[src/rtl/bulk_ep_ctrl_mc.sv]
// Multi-channel bulk endpoint controller.
// Passes NUM_CHAN bulk IN/OUT streams between the transaction layer and the
// endpoints, generates OUT tlast per channel from a programmable packet length,
// keeps per-channel status flags and serves vendor control requests.
//
// state       | meaning
// ------------+------------------------------------------------------------
// S_IDLE      | waiting for ctl_xfer; decodes the request on the next edge
// S_CFG_GET   | streaming the 6-byte configuration image (min(6,wLength))
// S_REG_READ  | streaming a 16-bit register, LSB first
// S_REG_WRITE | collecting two host-to-device bytes, LSB first
// S_WAIT      | done asserted until the host drops ctl_xfer
module bulk_ep_ctrl_mc #(
  parameter int          NUM_CHAN    = 2,
  parameter bit          HIGH_SPEED  = 1'b1,
  parameter bit          PACKET_MODE = 1'b1,
  parameter logic [31:0] CONFIG_CHAN = 32'h0,
  parameter logic [15:0] DEFAULT_TLR = 16'd512
) (
  input  logic                  clk,
  input  logic                  rst_n,
  // control transfer interface
  input  logic [3:0]            ctl_xfer_endpoint,
  input  logic [7:0]            ctl_xfer_type,
  input  logic [7:0]            ctl_xfer_request,
  input  logic [15:0]           ctl_xfer_value,
  input  logic [15:0]           ctl_xfer_index,
  input  logic [15:0]           ctl_xfer_length,
  input  logic                  ctl_xfer,
  output logic                  ctl_xfer_accept,
  output logic                  ctl_xfer_done,
  input  logic [7:0]            ctl_xfer_data_out,
  input  logic                  ctl_xfer_data_out_valid,
  output logic [7:0]            ctl_xfer_data_in,
  output logic                  ctl_xfer_data_in_valid,
  output logic                  ctl_xfer_data_in_last,
  input  logic                  ctl_xfer_data_in_ready,
  // bulk OUT (host to device), transaction layer side
  output logic [NUM_CHAN-1:0]   tlp_blk_xfer_out_ready_read,
  input  logic [NUM_CHAN*8-1:0] tlp_blk_xfer_out_data,
  input  logic [NUM_CHAN-1:0]   tlp_blk_xfer_out_data_valid,
  output logic [NUM_CHAN-1:0]   tlp_blk_xfer_out_data_ready,
  // bulk OUT, endpoint side
  input  logic [NUM_CHAN-1:0]   ep_blk_xfer_out_ready_read,
  output logic [NUM_CHAN*8-1:0] ep_blk_xfer_out_data,
  output logic [NUM_CHAN-1:0]   ep_blk_xfer_out_data_valid,
  input  logic [NUM_CHAN-1:0]   ep_blk_xfer_out_data_ready,
  output logic [NUM_CHAN-1:0]   ep_blk_xfer_out_data_last,
  // bulk IN (device to host), transaction layer side
  output logic [NUM_CHAN-1:0]   tlp_blk_xfer_in_has_data,
  output logic [NUM_CHAN*8-1:0] tlp_blk_xfer_in_data,
  output logic [NUM_CHAN-1:0]   tlp_blk_xfer_in_data_valid,
  output logic [NUM_CHAN-1:0]   tlp_blk_xfer_in_data_last,
  input  logic [NUM_CHAN-1:0]   tlp_blk_xfer_in_data_ready,
  // bulk IN, endpoint side
  input  logic [NUM_CHAN-1:0]   ep_blk_xfer_in_has_data,
  input  logic [NUM_CHAN*8-1:0] ep_blk_xfer_in_data,
  input  logic [NUM_CHAN-1:0]   ep_blk_xfer_in_data_valid,
  input  logic [NUM_CHAN-1:0]   ep_blk_xfer_in_data_last,
  output logic [NUM_CHAN-1:0]   ep_blk_xfer_in_data_ready
);

  typedef enum logic [2:0] {
    S_IDLE,
    S_CFG_GET,
    S_REG_READ,
    S_REG_WRITE,
    S_WAIT
  } state_t;

  localparam logic [7:0]  REQ_CFG_GET    = 8'd0;
  localparam logic [7:0]  REQ_REG_OPER   = 8'd1;
  localparam logic [7:0]  REQ_CHAN_RESET = 8'd2;
  localparam logic [3:0]  NUM_CHAN_L     = 4'(NUM_CHAN);
  localparam logic [47:0] CFG_IMG        = {8'(NUM_CHAN), 6'b0, PACKET_MODE, HIGH_SPEED, CONFIG_CHAN};

  state_t              state_q, state_d;
  logic                accept_q, accept_d;
  logic [2:0]          idx_q, idx_d;
  logic [2:0]          len_q;
  logic [1:0]          addr_q;
  logic [2:0]          chan_q;
  logic [15:0]         rd_val_q;
  logic [7:0]          wr_lo_q;

  logic [15:0]         cnt_q [NUM_CHAN];
  logic [15:0]         tlr_q [NUM_CHAN];
  logic [NUM_CHAN-1:0] tsr_rdy_q, tsr_lst_q, rsr_rdy_q, rsr_lst_q;

  logic [NUM_CHAN-1:0] out_beat, in_beat, at_end;
  logic [NUM_CHAN-1:0] tsr_rdy_set, tsr_lst_set, rsr_rdy_set, rsr_lst_set;
  logic [NUM_CHAN-1:0] tsr_rdy_clr, tsr_lst_clr, rsr_rdy_clr, rsr_lst_clr;
  logic [NUM_CHAN-1:0] tlr_we, chan_rst;

  logic                dir_in, req_cfg, req_reg, req_rst;
  logic                addr_ok, chan_ok, decode;
  logic [2:0]          cfg_len;
  logic [15:0]         reg_rd_val;
  logic                wr_lo_stb, wr_hi_stb;
  logic [47:0]         cfg_sh;
  logic                unused_bits;

  // Bulk streams are wired straight through; only OUT tlast is generated here.
  assign tlp_blk_xfer_out_ready_read = ep_blk_xfer_out_ready_read;
  assign ep_blk_xfer_out_data        = tlp_blk_xfer_out_data;
  assign ep_blk_xfer_out_data_valid  = tlp_blk_xfer_out_data_valid;
  assign tlp_blk_xfer_out_data_ready = ep_blk_xfer_out_data_ready;
  assign tlp_blk_xfer_in_has_data    = ep_blk_xfer_in_has_data;
  assign tlp_blk_xfer_in_data        = ep_blk_xfer_in_data;
  assign tlp_blk_xfer_in_data_valid  = ep_blk_xfer_in_data_valid;
  assign tlp_blk_xfer_in_data_last   = ep_blk_xfer_in_data_last;
  assign ep_blk_xfer_in_data_ready   = tlp_blk_xfer_in_data_ready;

  assign out_beat = tlp_blk_xfer_out_data_valid & ep_blk_xfer_out_data_ready;
  assign in_beat  = ep_blk_xfer_in_data_valid & tlp_blk_xfer_in_data_ready;

  // TLR=0 makes TLR-1 all ones, so the counter wraps naturally and last stays low.
  genvar gc;
  for (gc = 0; gc < NUM_CHAN; gc++) begin : g_last
    assign at_end[gc] = (cnt_q[gc] == tlr_q[gc] - 16'd1);
    assign ep_blk_xfer_out_data_last[gc] = PACKET_MODE && (tlr_q[gc] != 16'd0) && at_end[gc];
  end

  assign tsr_rdy_set = ep_blk_xfer_out_ready_read & ep_blk_xfer_out_data_ready;
  assign tsr_lst_set = {NUM_CHAN{PACKET_MODE}} & out_beat & ep_blk_xfer_out_data_last;
  assign rsr_rdy_set = ep_blk_xfer_in_has_data & ep_blk_xfer_in_data_valid;
  assign rsr_lst_set = {NUM_CHAN{PACKET_MODE}} & in_beat & ep_blk_xfer_in_data_last;

  assign dir_in  = ctl_xfer_type[7];
  assign req_cfg = (ctl_xfer_request == REQ_CFG_GET);
  assign req_reg = (ctl_xfer_request == REQ_REG_OPER);
  assign req_rst = (ctl_xfer_request == REQ_CHAN_RESET);
  assign addr_ok = (ctl_xfer_value[7:0] <= 8'd3);
  assign chan_ok = ({1'b0, ctl_xfer_index[2:0]} < NUM_CHAN_L);
  assign cfg_len = (ctl_xfer_length >= 16'd6) ? 3'd6 : ctl_xfer_length[2:0];
  assign decode  = (state_q == S_IDLE) && ctl_xfer;

  assign wr_lo_stb = (state_q == S_REG_WRITE) && ctl_xfer_data_out_valid && (idx_q == 3'd0);
  assign wr_hi_stb = (state_q == S_REG_WRITE) && ctl_xfer_data_out_valid && (idx_q == 3'd1);

  assign unused_bits = ^{ctl_xfer_endpoint, ctl_xfer_type[6:0], ctl_xfer_value[15:8],
                         ctl_xfer_index[15:3]};

  // Register selected by the live request fields, captured into rd_val_q on decode.
  always_comb begin
    reg_rd_val = 16'h0000;
    for (int c = 0; c < NUM_CHAN; c++) begin
      if (ctl_xfer_index[2:0] == 3'(c)) begin
        case (ctl_xfer_value[1:0])
          2'd0:    reg_rd_val = {14'b0, tsr_lst_q[c], tsr_rdy_q[c]};
          2'd1:    reg_rd_val = tlr_q[c];
          2'd2:    reg_rd_val = {14'b0, rsr_lst_q[c], rsr_rdy_q[c]};
          default: reg_rd_val = cnt_q[c];
        endcase
      end
    end
  end

  // Per-channel write-enables and clears derived from control requests.
  always_comb begin
    tsr_rdy_clr = '0;
    tsr_lst_clr = '0;
    rsr_rdy_clr = '0;
    rsr_lst_clr = '0;
    tlr_we      = '0;
    chan_rst    = '0;
    if (decode && req_rst) chan_rst = ctl_xfer_value[NUM_CHAN-1:0];
    for (int c = 0; c < NUM_CHAN; c++) begin
      if (chan_q == 3'(c)) begin
        if (wr_lo_stb && addr_q == 2'd0) begin
          tsr_rdy_clr[c] = ctl_xfer_data_out[0];
          tsr_lst_clr[c] = ctl_xfer_data_out[1];
        end
        if (wr_lo_stb && addr_q == 2'd2) begin
          rsr_rdy_clr[c] = ctl_xfer_data_out[0];
          rsr_lst_clr[c] = ctl_xfer_data_out[1];
        end
        if (wr_hi_stb && addr_q == 2'd1) tlr_we[c] = 1'b1;
      end
    end
  end

  // Next-state logic; accept is registered so a reject shows accept=0 with done=1.
  always_comb begin
    state_d  = state_q;
    accept_d = accept_q;
    idx_d    = idx_q;
    case (state_q)
      S_IDLE: begin
        accept_d = 1'b0;
        idx_d    = 3'd0;
        if (ctl_xfer) begin
          state_d = S_WAIT;
          if (req_cfg && dir_in) begin
            accept_d = 1'b1;
            if (cfg_len != 3'd0) state_d = S_CFG_GET;
          end else if (req_reg && addr_ok && chan_ok && (dir_in || ctl_xfer_value[1:0] != 2'd3)) begin
            accept_d = 1'b1;
            state_d  = dir_in ? S_REG_READ : S_REG_WRITE;
          end else if (req_rst) begin
            accept_d = 1'b1;
          end
        end
      end
      S_CFG_GET: begin
        if (ctl_xfer_data_in_ready) begin
          if (idx_q == len_q - 3'd1) state_d = S_WAIT;
          else                       idx_d   = idx_q + 3'd1;
        end
      end
      S_REG_READ: begin
        if (ctl_xfer_data_in_ready) begin
          if (idx_q == 3'd1) state_d = S_WAIT;
          else               idx_d   = idx_q + 3'd1;
        end
      end
      S_REG_WRITE: begin
        if (ctl_xfer_data_out_valid) begin
          if (idx_q == 3'd1) state_d = S_WAIT;
          else               idx_d   = idx_q + 3'd1;
        end
      end
      S_WAIT: begin
        if (!ctl_xfer) state_d = S_IDLE;
      end
      default: state_d = S_IDLE;
    endcase
  end

  // FSM state register.
  always_ff @(posedge clk or negedge rst_n) begin
    if (!rst_n) begin
      state_q  <= S_IDLE;
      accept_q <= 1'b0;
      idx_q    <= 3'd0;
    end else begin
      state_q  <= state_d;
      accept_q <= accept_d;
      idx_q    <= idx_d;
    end
  end

  // Request fields captured at decode, low write byte held until the high byte arrives.
  always_ff @(posedge clk or negedge rst_n) begin
    if (!rst_n) begin
      len_q    <= 3'd0;
      addr_q   <= 2'd0;
      chan_q   <= 3'd0;
      rd_val_q <= 16'h0000;
      wr_lo_q  <= 8'h00;
    end else begin
      if (decode) begin
        len_q    <= cfg_len;
        addr_q   <= ctl_xfer_value[1:0];
        chan_q   <= ctl_xfer_index[2:0];
        rd_val_q <= reg_rd_val;
      end
      if (wr_lo_stb) wr_lo_q <= ctl_xfer_data_out;
    end
  end

  // Per-channel counters, packet lengths and status flags (a set beats a same-cycle clear).
  always_ff @(posedge clk or negedge rst_n) begin
    if (!rst_n) begin
      for (int c = 0; c < NUM_CHAN; c++) begin
        cnt_q[c] <= 16'h0000;
        tlr_q[c] <= DEFAULT_TLR;
      end
      tsr_rdy_q <= '0;
      tsr_lst_q <= '0;
      rsr_rdy_q <= '0;
      rsr_lst_q <= '0;
    end else begin
      for (int c = 0; c < NUM_CHAN; c++) begin
        if (tlr_we[c]) tlr_q[c] <= {ctl_xfer_data_out, wr_lo_q};
        if (chan_rst[c]) begin
          cnt_q[c]     <= 16'h0000;
          tsr_rdy_q[c] <= 1'b0;
          tsr_lst_q[c] <= 1'b0;
          rsr_rdy_q[c] <= 1'b0;
          rsr_lst_q[c] <= 1'b0;
        end else begin
          if (tlr_we[c])        cnt_q[c] <= 16'h0000;
          else if (out_beat[c]) cnt_q[c] <= at_end[c] ? 16'h0000 : cnt_q[c] + 16'd1;
          tsr_rdy_q[c] <= tsr_rdy_set[c] | (tsr_rdy_q[c] & ~tsr_rdy_clr[c]);
          tsr_lst_q[c] <= tsr_lst_set[c] | (tsr_lst_q[c] & ~tsr_lst_clr[c]);
          rsr_rdy_q[c] <= rsr_rdy_set[c] | (rsr_rdy_q[c] & ~rsr_rdy_clr[c]);
          rsr_lst_q[c] <= rsr_lst_set[c] | (rsr_lst_q[c] & ~rsr_lst_clr[c]);
        end
      end
    end
  end

  // Control outputs decoded from the state so reset clears them immediately.
  always_comb begin
    cfg_sh                 = CFG_IMG >> {idx_q, 3'b000};
    ctl_xfer_accept        = accept_q;
    ctl_xfer_done          = (state_q == S_WAIT);
    ctl_xfer_data_in       = 8'h00;
    ctl_xfer_data_in_valid = 1'b0;
    ctl_xfer_data_in_last  = 1'b0;
    if (state_q == S_CFG_GET) begin
      ctl_xfer_data_in       = cfg_sh[7:0];
      ctl_xfer_data_in_valid = 1'b1;
      ctl_xfer_data_in_last  = (idx_q == len_q - 3'd1);
    end else if (state_q == S_REG_READ) begin
      ctl_xfer_data_in       = (idx_q == 3'd0) ? rd_val_q[7:0] : rd_val_q[15:8];
      ctl_xfer_data_in_valid = 1'b1;
      ctl_xfer_data_in_last  = (idx_q == 3'd1);
    end
  end

endmodule
[config.mk]
export PLATFORM = sky130hd
export DESIGN_NAME = bulk_ep_ctrl_mc
export DESIGN_NICKNAME = d
export VERILOG_FILES = /design/src/rtl/bulk_ep_ctrl_mc.sv
export SDC_FILE = /design/constraint.sdc
export NUM_CORES = 1
export LEC_CHECK = 0
export BUFFER_PORTS_ARGS = -buffer_cell sky130_fd_sc_hd__buf_4
export CORE_AREA = 2 2 126 128
export DETAILED_ROUTE_END_ITERATION = 12
export DIE_AREA = 0 0 128 130
export PLACE_DENSITY_LB_ADDON = 0.15
export SLEW_MARGIN = 20
export SYNTH_ARGS = -nofsm -noshare
export SYNTH_HDL_FRONTEND = slang
export SYNTH_SLANG_ARGS = --single-unit
[constraint.sdc]
create_clock -name clk -period 7.55 [get_ports clk]
set_clock_uncertainty 0.2 [all_clocks]
set_input_delay 0.755 -clock clk [delete_from_list [all_inputs] [get_ports clk]]
set_output_delay 0.755 -clock clk [all_outputs]
set_load 0.01 [all_outputs]
# [Word-level counts from Yosys, hierarchy flattened]
# Index checks and enable logic that the tools add are counted.
[word_totals] reg_bits=111 inputBits=127 output_inout_bits=60
[op_classes] n_addsub=6 n_lt_le_gt_ge=3 n_eq_ne=24 shift=1 muxes=66 bitwise=30 n_reduce_logical=30
[ops] operator="2-to-1 mux 16 bit" count=10
[ops] operator="case mux 16 bit (3 select lines)" count=2
[ops] operator="2-to-1 mux 3 bit" count=16
[ops] operator="right shift 42 x 6 -> 8 bit (first input constant)" count=1
[ops] operator="adder 16 x 1 -> 16 bit (second input constant)" count=2
[ops] operator="equality test 16 bit" count=2
[ops] operator="2-to-1 mux 1 bit" count=32
[ops] operator="nonzero test 16 bit" count=2
[ops] operator="subtractor 16 x 1 -> 16 bit (second input constant)" count=2
[ops] operator="2-to-1 mux 8 bit" count=3
[ops] operator="greater-or-equal comparator 16 x 3 -> 1 bit (second input constant)" count=1
[ops] operator="case mux 3 bit (5 select lines)" count=1
[ops] operator="logical AND 1 bit" count=14
[ops] operator="!= test 2 bit (second input constant)" count=7
[ops] operator="bitwise AND 2 bit" count=6
[ops] operator="equality test 3 x 1 -> 1 bit (second input constant)" count=4
[ops] operator="logical NOT 3 bit" count=4
[ops] operator="case mux 3 bit (4 select lines)" count=1
[ops] operator="nonzero test 3 bit" count=3
[ops] operator="bitwise AND 1 bit" count=8
[ops] operator="equality test 8 x 1 -> 1 bit (second input constant)" count=1
[ops] operator="equality test 8 x 2 -> 1 bit (second input constant)" count=1
[ops] operator="less-or-equal comparator 8 x 2 -> 1 bit (second input constant)" count=1
[ops] operator="logical NOT 8 bit" count=1
[ops] operator="17 further kinds" count=35

# [Longest topological paths before layout]
# Gate-level depths: netlist of run 1.
[logic_depth] depth_word=10 depth_mapped=11 depth_no_buf=9

# [Worst setup path before layout of run 1]
# No wires, ideal clock.
[synth_path] path_kind="register to output" start="reg tlr_q[0] (netlist name)" end="out ep_blk_xfer_out_data_last[1]" t_arrival_ns=2.837 t_required_ns=6.595 slack_ns=3.758 stages_incl_launch_ff=10 n_path_buf=1 path_cell_list="dfrtp_1 inv_1 ha_1 nor4b_1 nand3_1 or3b_2 a211oi_1 o2111ai_1 clkbuf_1 a31oi_1"
[synth_via] elab_chain_cells=3 elab_cells_between_ends=4 cone_classes="1 x add/sub; 1 x eq/ne; 2 x reduce/logical"
[synth_lines] item="from (decl)" line_no="87" text="logic [15:0] tlr_q [NUM_CHAN];"
[synth_lines] item="from (signal, indexed assignment)" line_no="275" text="if (tlr_we[c]) tlr_q[c] <= {ctl_xfer_data_out, wr_lo_q};"
[synth_lines] item="subtractor 16 x 1 -> 16 bit" line_no="120" text="assign at_end[gc] = (cnt_q[gc] == tlr_q[gc] - 16'd1);"
[synth_lines] item="equality test 16 bit" line_no="120"
[synth_lines] item="logical AND 1 bit *" line_no="121" text="assign ep_blk_xfer_out_data_last[gc] = PACKET_MODE && (tlr_q[gc] != 16'd0) && at_end[gc];"
[synth_lines] item="to (decl)" line_no="48" text="output logic [NUM_CHAN-1:0] ep_blk_xfer_out_data_last,"
# Mark *: on every way between the ends. The rest lies on a longest branch, timed or not.

# [Worst setup path after layout of run 1]
# Ends and elaborated chain as after synthesis.

==> results of run 1 <==
==> cell type report <==
| cell class | instances | area share (%) |
|---|---|---|
| Clock inverter | 7 | 1.03 |
| Multi-Input combinational cell | 592 | 49.7 |
| Clock buffer | 9 | 2.77 |
| Tap cell | 192 | 2.96 |
| Inverter | 17 | 0.786 |
| Timing Repair Buffer | 92 | 8.51 |
| Sequential cell | 111 | 34.3 |
==> kinds of logic (layout without fill, tap and decap cells) <==
group | after synthesis | count (layout) | synth area share [%]
fa+ha+maj | 8 | 8 | 1.34
flops | 111 | 111 | 37.4
simple gates | 301 | 301 | 20.9
xor+xnor | 57 | 57 | 6.71
compound gates | 150 | 150 | 13.8
buf+inv | 114 | 125 | 8.56
mux | 76 | 76 | 11.3
==> cell usage after synthesis (4+ instances only) <==
cell type  number  area [sq um]
a211oi_1        5          37.5
a21oi_1        26           130
a22oi_1         7          52.6
a31oi_1        10          62.6
and2_1          5          31.3
and3_1          8          50.1
buf_4          47           353
clkbuf_1       44           165
dfrtp_1       109          2730
ha_1            8           100
inv_1          17          63.8
mux2_2         43           484
mux2i_1        31           310
nand2_1        92           345
nand2b_1        7          43.8
nand3_1        34           170
nand3b_1        4          30.0
nand4_1        16           100
nor2_1         42           158
nor3_1         31           155
nor3b_1         5          37.5
nor4_1         20           125
o21a_1         15           113
o21ai_0        31           155
o221ai_1       16           140
o22ai_1         6          37.5
or3_1           4          25.0
or3b_2          4          35.0
or4_1           6          45.0
or4_4           4          45.0
xnor2_1        27           236
xor2_1         30           263
==> through the flow <==
step,instances,power (mW)
floorplan,817,1.02
global placement,1004,1.11
detailed placement,1004,1.12
CTS,1020,1.64
global route,1020,1.72
finish,1020,1.63
==> layer usage <==
metal  up-vias  wire length (microns)
met5         -                      0
met4         0                    362
met3        24                   1060
met2       206                   9710
met1      3096                   9100
li1       2938                      -
==> state kept, by name, summed over array words and instances (netlist names) <==
name and count:
wr_lo_q 8, addr_q 2, idx_q 3, cnt_q 32, len_q 3, rd_val_q 16, rsr_rdy_q 2, tsr_lst_q 2
state_q 3, tlr_q 32, ctl_xfer_accept 1, tsr_rdy_q 2, chan_q 3, rsr_lst_q 2
==> final timing paths <==
check | endpoint | from | depth (start not counted) | slack [ps]
worst max-delay path | ep_blk_xfer_out_data_last[1] | tlr_q[0]$_DFFE_PN0P_ | 9 | 2700
worst min-delay path | len_q[1]$_DFFE_PN0P_ | rst_n | 1 | 150
worst max register to register | cnt_q[13]$_DFFE_PN0P_ | tlr_q[0]$_DFFE_PN0P_ | 9 | 3450
worst min register to register | rd_val_q[0]$_DFFE_PN0P_ | rd_val_q[0]$_DFFE_PN0P_ | 2 | 300
max in group asynchronous | tlr_q[24]$_DFFE_PN0P_ | rst_n | 2 | 5680
min in group clk | rd_val_q[0]$_DFFE_PN0P_ | rd_val_q[0]$_DFFE_PN0P_ | 2 | 300
==> power groups by stage <==
stage                     Sequential, mW  Combinational [mW]  Clock [mW]
after floorplan                    0.742               0.277           0
after global placement             0.782               0.332           0
after CTS                          0.775               0.341       0.520
after global routing               0.789               0.384       0.550
final                              0.777               0.341       0.508
after detailed placement           0.784               0.340           0
==> worst max-delay path, delay by kind of cell, from the launching register on <==
family                     cells  cell delay [ps]
AOI/OAI and AO/OA              3             1350
adders and majority gates      1              260
buffers and inverters          2              250
DFF                            1              480
and+or+nand+nor                3             1190
==> impl_results.md, run 1 <==
- Outcome: finished clean
- Syn_area_per_cell: 9.11 sq um
- Max-slew violations: 0
- # clock sinks: 111
- PostCTS Resize Cnt: 0
- Pin count of the biggest net entering global routing: 76
- VDD IR max: 0.122 mV
- Final Util: 52.6%
- H-tree Lvls: 3
- Clock Path Buffers: 2
- Worst Setup Slack, final: 2700 ps
- Final WL: 20.2 mm
- Syn-to-layout area delta: 9.04%
- Fmax: 206 MHz
- Crit-path cells: inv_1 -> ha_1 -> nor4b_1 -> nand2_1 -> or3_1 -> a2111oi_0 -> o2111ai_2 -> a31oi_1 -> buf_4
- Clock transition at the registers of the reported paths: 80 ps
- Sw frac: 31.9%
- Number of synthesized flops with an enable pin: 0
- Top_reg_cell synth: dfrtp_1
- CP Class: flip-flop to output port
- Worst skew pair latency: 360 ps
- Placed Area: 7810 sq um
- RSZ-0062 raised after global routing: false
- # hold bufs at CTS: 0
- Crit-path max cell delay: 630 ps
- Slowest-stage cell, CP: nor4b_1
- Clock Power Share: 31.2%
- Ports: 187
- Avg WL per Cell: 19.8 microns
- Placer congestion estimate: 0.906
- Multi-input logic area: 4030 sq um
- Place WS: 3070 ps
- Net Sw Power: 518 uW
- Pre-antenna DRT Iters: 7
- Setup violators final: 0
- Synthesized cell area: 7440 sq um
- Tot GR Track Use: 25.0%
- Grt met1 use: 33.6%
- Input/output buffers: 90
- Met2 Track Usage GR: 41.5%
- Initial antenna violation count: 0
- Int Pwr: 1.11 mW
- Post-Layout Inst Area: 8120 sq um
- Leak: 3.65 nW
- Number of synthesized register bits: 111
- Synth unique cells: 70
- Commonest non-fill, non-tap cell in the layout: dfrtp_1
- Antenna-violating nets left: 0
- Min Clock Period, post-route: 4850 ps
- Most frequent cells in the layout: 109 x dfrtp_1, 92 x nand2_1, 92 x buf_4, 43 x mux2_2, 42 x nor2_1
- Met3 Resource Use GR: 4.76%
- DRC Markers: 0
- Routed via count: 6,264
- Slew @ Worst Pin: 987 ps
- Post-CTS setup buffers: 0
- Final net count: 958
- Layout cells sized above 1: 20.8%
- Yosys Warn Count: 0
- Die area: 16,600 sq um
- Crit path DAT: 3900 ps
- First-pass GRT wire length: 32.3 mm
- Initial DRC Count: 518
- Worst min path class: input pin to async pin
- Critical Path RT: 6590 ps
- Endpoints failing hold: 0
- Slew margin rel.: 33.6%
- Part of the power in combinational logic: 21.0%
- Power share of the sequential group: 47.8%
- Post-synthesis sequential area ratio: 37.4%
- TritonCTS clock tree: yes
- Avg Vias per Cell: 6.14
- Max-cap violations: 0
- Worst Setup End Kind: output port
- Inserted Diodes: 0
- Tcrit/Tclk final: 64.3%
- Post-DP HPWL: 15.1 mm
- Fin Hold WS: 153 ps
- FILL cells: 1,430
- Global route hottest layer: met2
- Syn Nets: 952
- Die W: 128 microns
- Register cell area after layout: 2780 sq um
- Startpoint types: flip-flop
- Post-route setup TNS: 0 ps
- FP Rows: 46
- Overflow after GRT: 0
- Cts bufs inserted: 9
- Async S/R FF share, synth: 100%
- PwrDens: 200 nW/um^2
- Number of global-route vias before repair: 5,936
- Cells after Synth: 817
- Initial core utilization: 48.3%
- Core ar.: 15,400 sq um
- Die Y-Extent: 130 microns
- CP max FO: 17
- CTS Root Buffer Type: clkbuf_16
Power figures use the tool's default switching activity.
==> run 2: changes to the inputs <==
Settings changed: CORE_AREA 2 2 126 128 to 2 2 127 129, DIE_AREA 0 0 128 130 to 0 0 129 131.
Clock period 7.55 ns to 4 ns, I/O delays scaled along.
==> run 2 against run 1 <==
  * The flow now finishes with violations (negative hold slack)
  * Register-to-register slack got worse by 2900 ps
  * Final cell count increased by 3.8%
  * Sequential cell count unchanged
  * Total power increased by 85%
  * Worst setup slack got worse by 2600 ps
  * Core utilization increased by 0.40 points
  * Largest cell class unchanged
  * Sequential share of layout area decreased by 0.62 points
  * First-iteration DRC count decreased by 21%
  * Critical path depth unchanged
  * Hold slack got worse by 180 ps
  * Cell area increased by 1.9%
  * Critical endpoint is now ep_blk_xfer_out_data_last[0]
  * Non-clock buffer count increased by 15
==> impl_results.md, run 2 (synthesized netlist as in run 1, its figures left out) <==
- Outcome: complete, but fails checks
- Failing checks: negative hold slack
- Endpoints failing hold: 11 (+11)
- Initial DRC Count: 407 (-21%)
- Crit path DAT: 3260 ps (-640 ps)
- Power share of the sequential group: 48.7% (+0.9 points)
- Number of global-route vias before repair: 6,016 (+1.3%)
- Int Pwr: 2.04 mW (+84%)
- Slew @ Worst Pin: 962 ps (-24.4 ps)
- FP Rows: 46 (unchanged)
- DRC Markers: 0 (unchanged)
- Initial antenna violation count: 0 (unchanged)
- Fin Hold WS: -29.7 ps (-182 ps)
- Reg2reg end: cnt_q[18]$_DFFE_PN0P_
- Avg Vias per Cell: 6.00 (-2.2%)
- Max-slew violations: 0 (unchanged)
- Worst min path class: input pin to async pin
- R2R depth: 8 (-1)
- Die Y-Extent: 131 microns (+0.77%)
- Setup violators final: 0 (unchanged)
- Cts bufs inserted: 9 (unchanged)
- Commonest non-fill, non-tap cell in the layout: dfrtp_1
- Inserted Diodes: 0 (unchanged)
- Leak: 3.72 nW (+1.8%)
- Layout cells sized above 1: 22.7% (+1.9 points)
- First-pass GRT wire length: 32.3 mm (unchanged)
- TritonCTS clock tree: yes
- Worst r2r src: tlr_q[18]$_DFFE_PN0P_
- Net Sw Power: 960 uW (+85%)
- Setup crit end: ep_blk_xfer_out_data_last[0]
- Worst Setup End Kind: output port
- R2R setup slack: 530 ps (-2920 ps)
- Part of the power in combinational logic: 21.7% (+0.7 points)
- Input/output buffers: 90 (unchanged)
- Clock transition at the registers of the reported paths: 70 ps (about the same)
- Clock Path Buffers: 2 (unchanged)
- Post-route setup TNS: 0 ps (unchanged)
- Sw frac: 32.0% (+0.092 points)
- Most frequent cells in the layout: 108 x dfrtp_1, 106 x buf_4, 92 x nand2_1, 43 x mux2_2, 42 x nor2_1
- Initial core utilization: 47.7% (-0.53 points)
- Largest regs: cnt_q x32, tlr_q x32, rd_val_q x16
- CP max FO: 7 (-10)
- RSZ-0062 raised after global routing: false
- Placed Area: 7960 sq um (+1.9%)
- Avg WL per Cell: 19.4 microns (-2.0%)
- VDD IR max: 0.227 mV (+86%)
- Placer congestion estimate: 0.918 (+1.3%)
- CTS Root Buffer Type: clkbuf_16
- Fmax: 259 MHz
- Min Clock Period, post-route: 3860 ps
- Slew margin rel.: 35.8% (+2.2 points)
- CP Class: flip-flop to output port
- Clock Power Share: 29.6% (-1.6 points)
- Final net count: 973 (+1.6%)
- PwrDens: 363 nW/um^2 (+81%)
- Pre-antenna DRT Iters: 5 (-2)
- FILL cells: 1,464 (+2.4%)
- Startpoint types: flip-flop
- Routed via count: 6,359 (+1.5%)
- Pin count of the biggest net entering global routing: 74 (-2.6%)
- Core ar.: 15,600 sq um (+1.1%)
- # clock sinks: 111 (unchanged)
- Post-CTS setup buffers: 0 (unchanged)
- Max-cap violations: 0 (unchanged)
- Critical Path RT: 3400 ps (-3190 ps)
- CP Launch Point: tlr_q[17]$_DFFE_PN0P_
- Die W: 129 microns (+0.78%)
- H-tree Lvls: 3 (unchanged)
- Final WL: 20.6 mm (+1.7%)
- Die area: 16,900 sq um (+1.6%)
- Ports: 187 (unchanged)
- Tot GR Track Use: 24.7% (-0.30 points)
- Worst skew pair latency: 360 ps (about the same)
- Post-DP HPWL: 15.3 mm (+1.1%)
- Overflow after GRT: 0 (unchanged)
- Syn-to-layout area delta: 11.1%
- Tcrit/Tclk final: 96.4%
- Post-Layout Inst Area: 8270 sq um (+1.9%)
- Antenna-violating nets left: 0 (unchanged)
## run 2: what timing repair did
item	4_1_cts	5_1_grt
endpoints found under the setup margin	0	2
hold buffers	0	0
resized for setup	0	6
## run 2: worst min-delay path by stage
stage | end | startpoint | slack [ps]
global placement | rd_val_q[13]$_DFFE_PN0P_ | rd_val_q[13]$_DFFE_PN0P_ | 270
floorplan | addr_q[0]$_DFFE_PN0P_ | rst_n | -100
global route | ctl_xfer_accept$_DFFE_PN0P_ | rst_n | 50
detailed placement | rd_val_q[4]$_DFFE_PN0P_ | rd_val_q[4]$_DFFE_PN0P_ | 280
CTS | len_q[1]$_DFFE_PN0P_ | rst_n | 20
finish | len_q[1]$_DFFE_PN0P_ | rst_n | -30
## run 2: power by group through the flow
stage	sequential [mW]	combinational, mW	clock (mW)
2_1_floorplan	1.40	0.523	0
3_3_place_gp	1.47	0.624	0
3_5_place_dp	1.48	0.647	0
4_1_cts	1.46	0.649	0.912
5_1_grt	1.48	0.724	0.952
6_report	1.46	0.650	0.888
## run 2: critical path, cell delays in order, from the launching register on
cell      delay, ps
dfrtp_1         460
inv_1            90
ha_2            210
or3b_2          510
o21ai_0         220
and3b_1         180
a2bb2o_1        320
or4_1           470
nor4_2          280
buf_4           160
## run 2: metrics by stage
stage | cells | util [%] | power [mW] | worst slack [ps]
2_1_floorplan | 817 | - | 1.92 | 563
3_3_place_gp | 1043 | 51.0 | 2.09 | 473
3_5_place_dp | 1043 | 51.0 | 2.13 | 500
4_1_cts | 1059 | 52.9 | 3.02 | 83.9
5_1_grt | 1059 | 53.0 | 3.16 | 0.736
6_report | 1059 | 53.0 | 3.00 | 145
## run 2: cell type report
type                    count  area [sq um]  share of cell area (%)
flip-flops and latches    111          2780                    33.6
multi-input cells         592          4050                    48.9
repair buffers            107           816                    9.87
clock buffers              10           239                    2.89
inverters                  17          63.8                   0.772
well taps                 216           270                    3.27
clock inverters             6          51.3                   0.620
## run 2: layer usage
layer	track usage [%]	vias up	part of all wire (%)
met5	0	-	0
met4	8.18	0	2.3
met3	3.79	33	4.8
met2	42.3	200	48
met1	32.1	3149	44
li1	-	2977	-
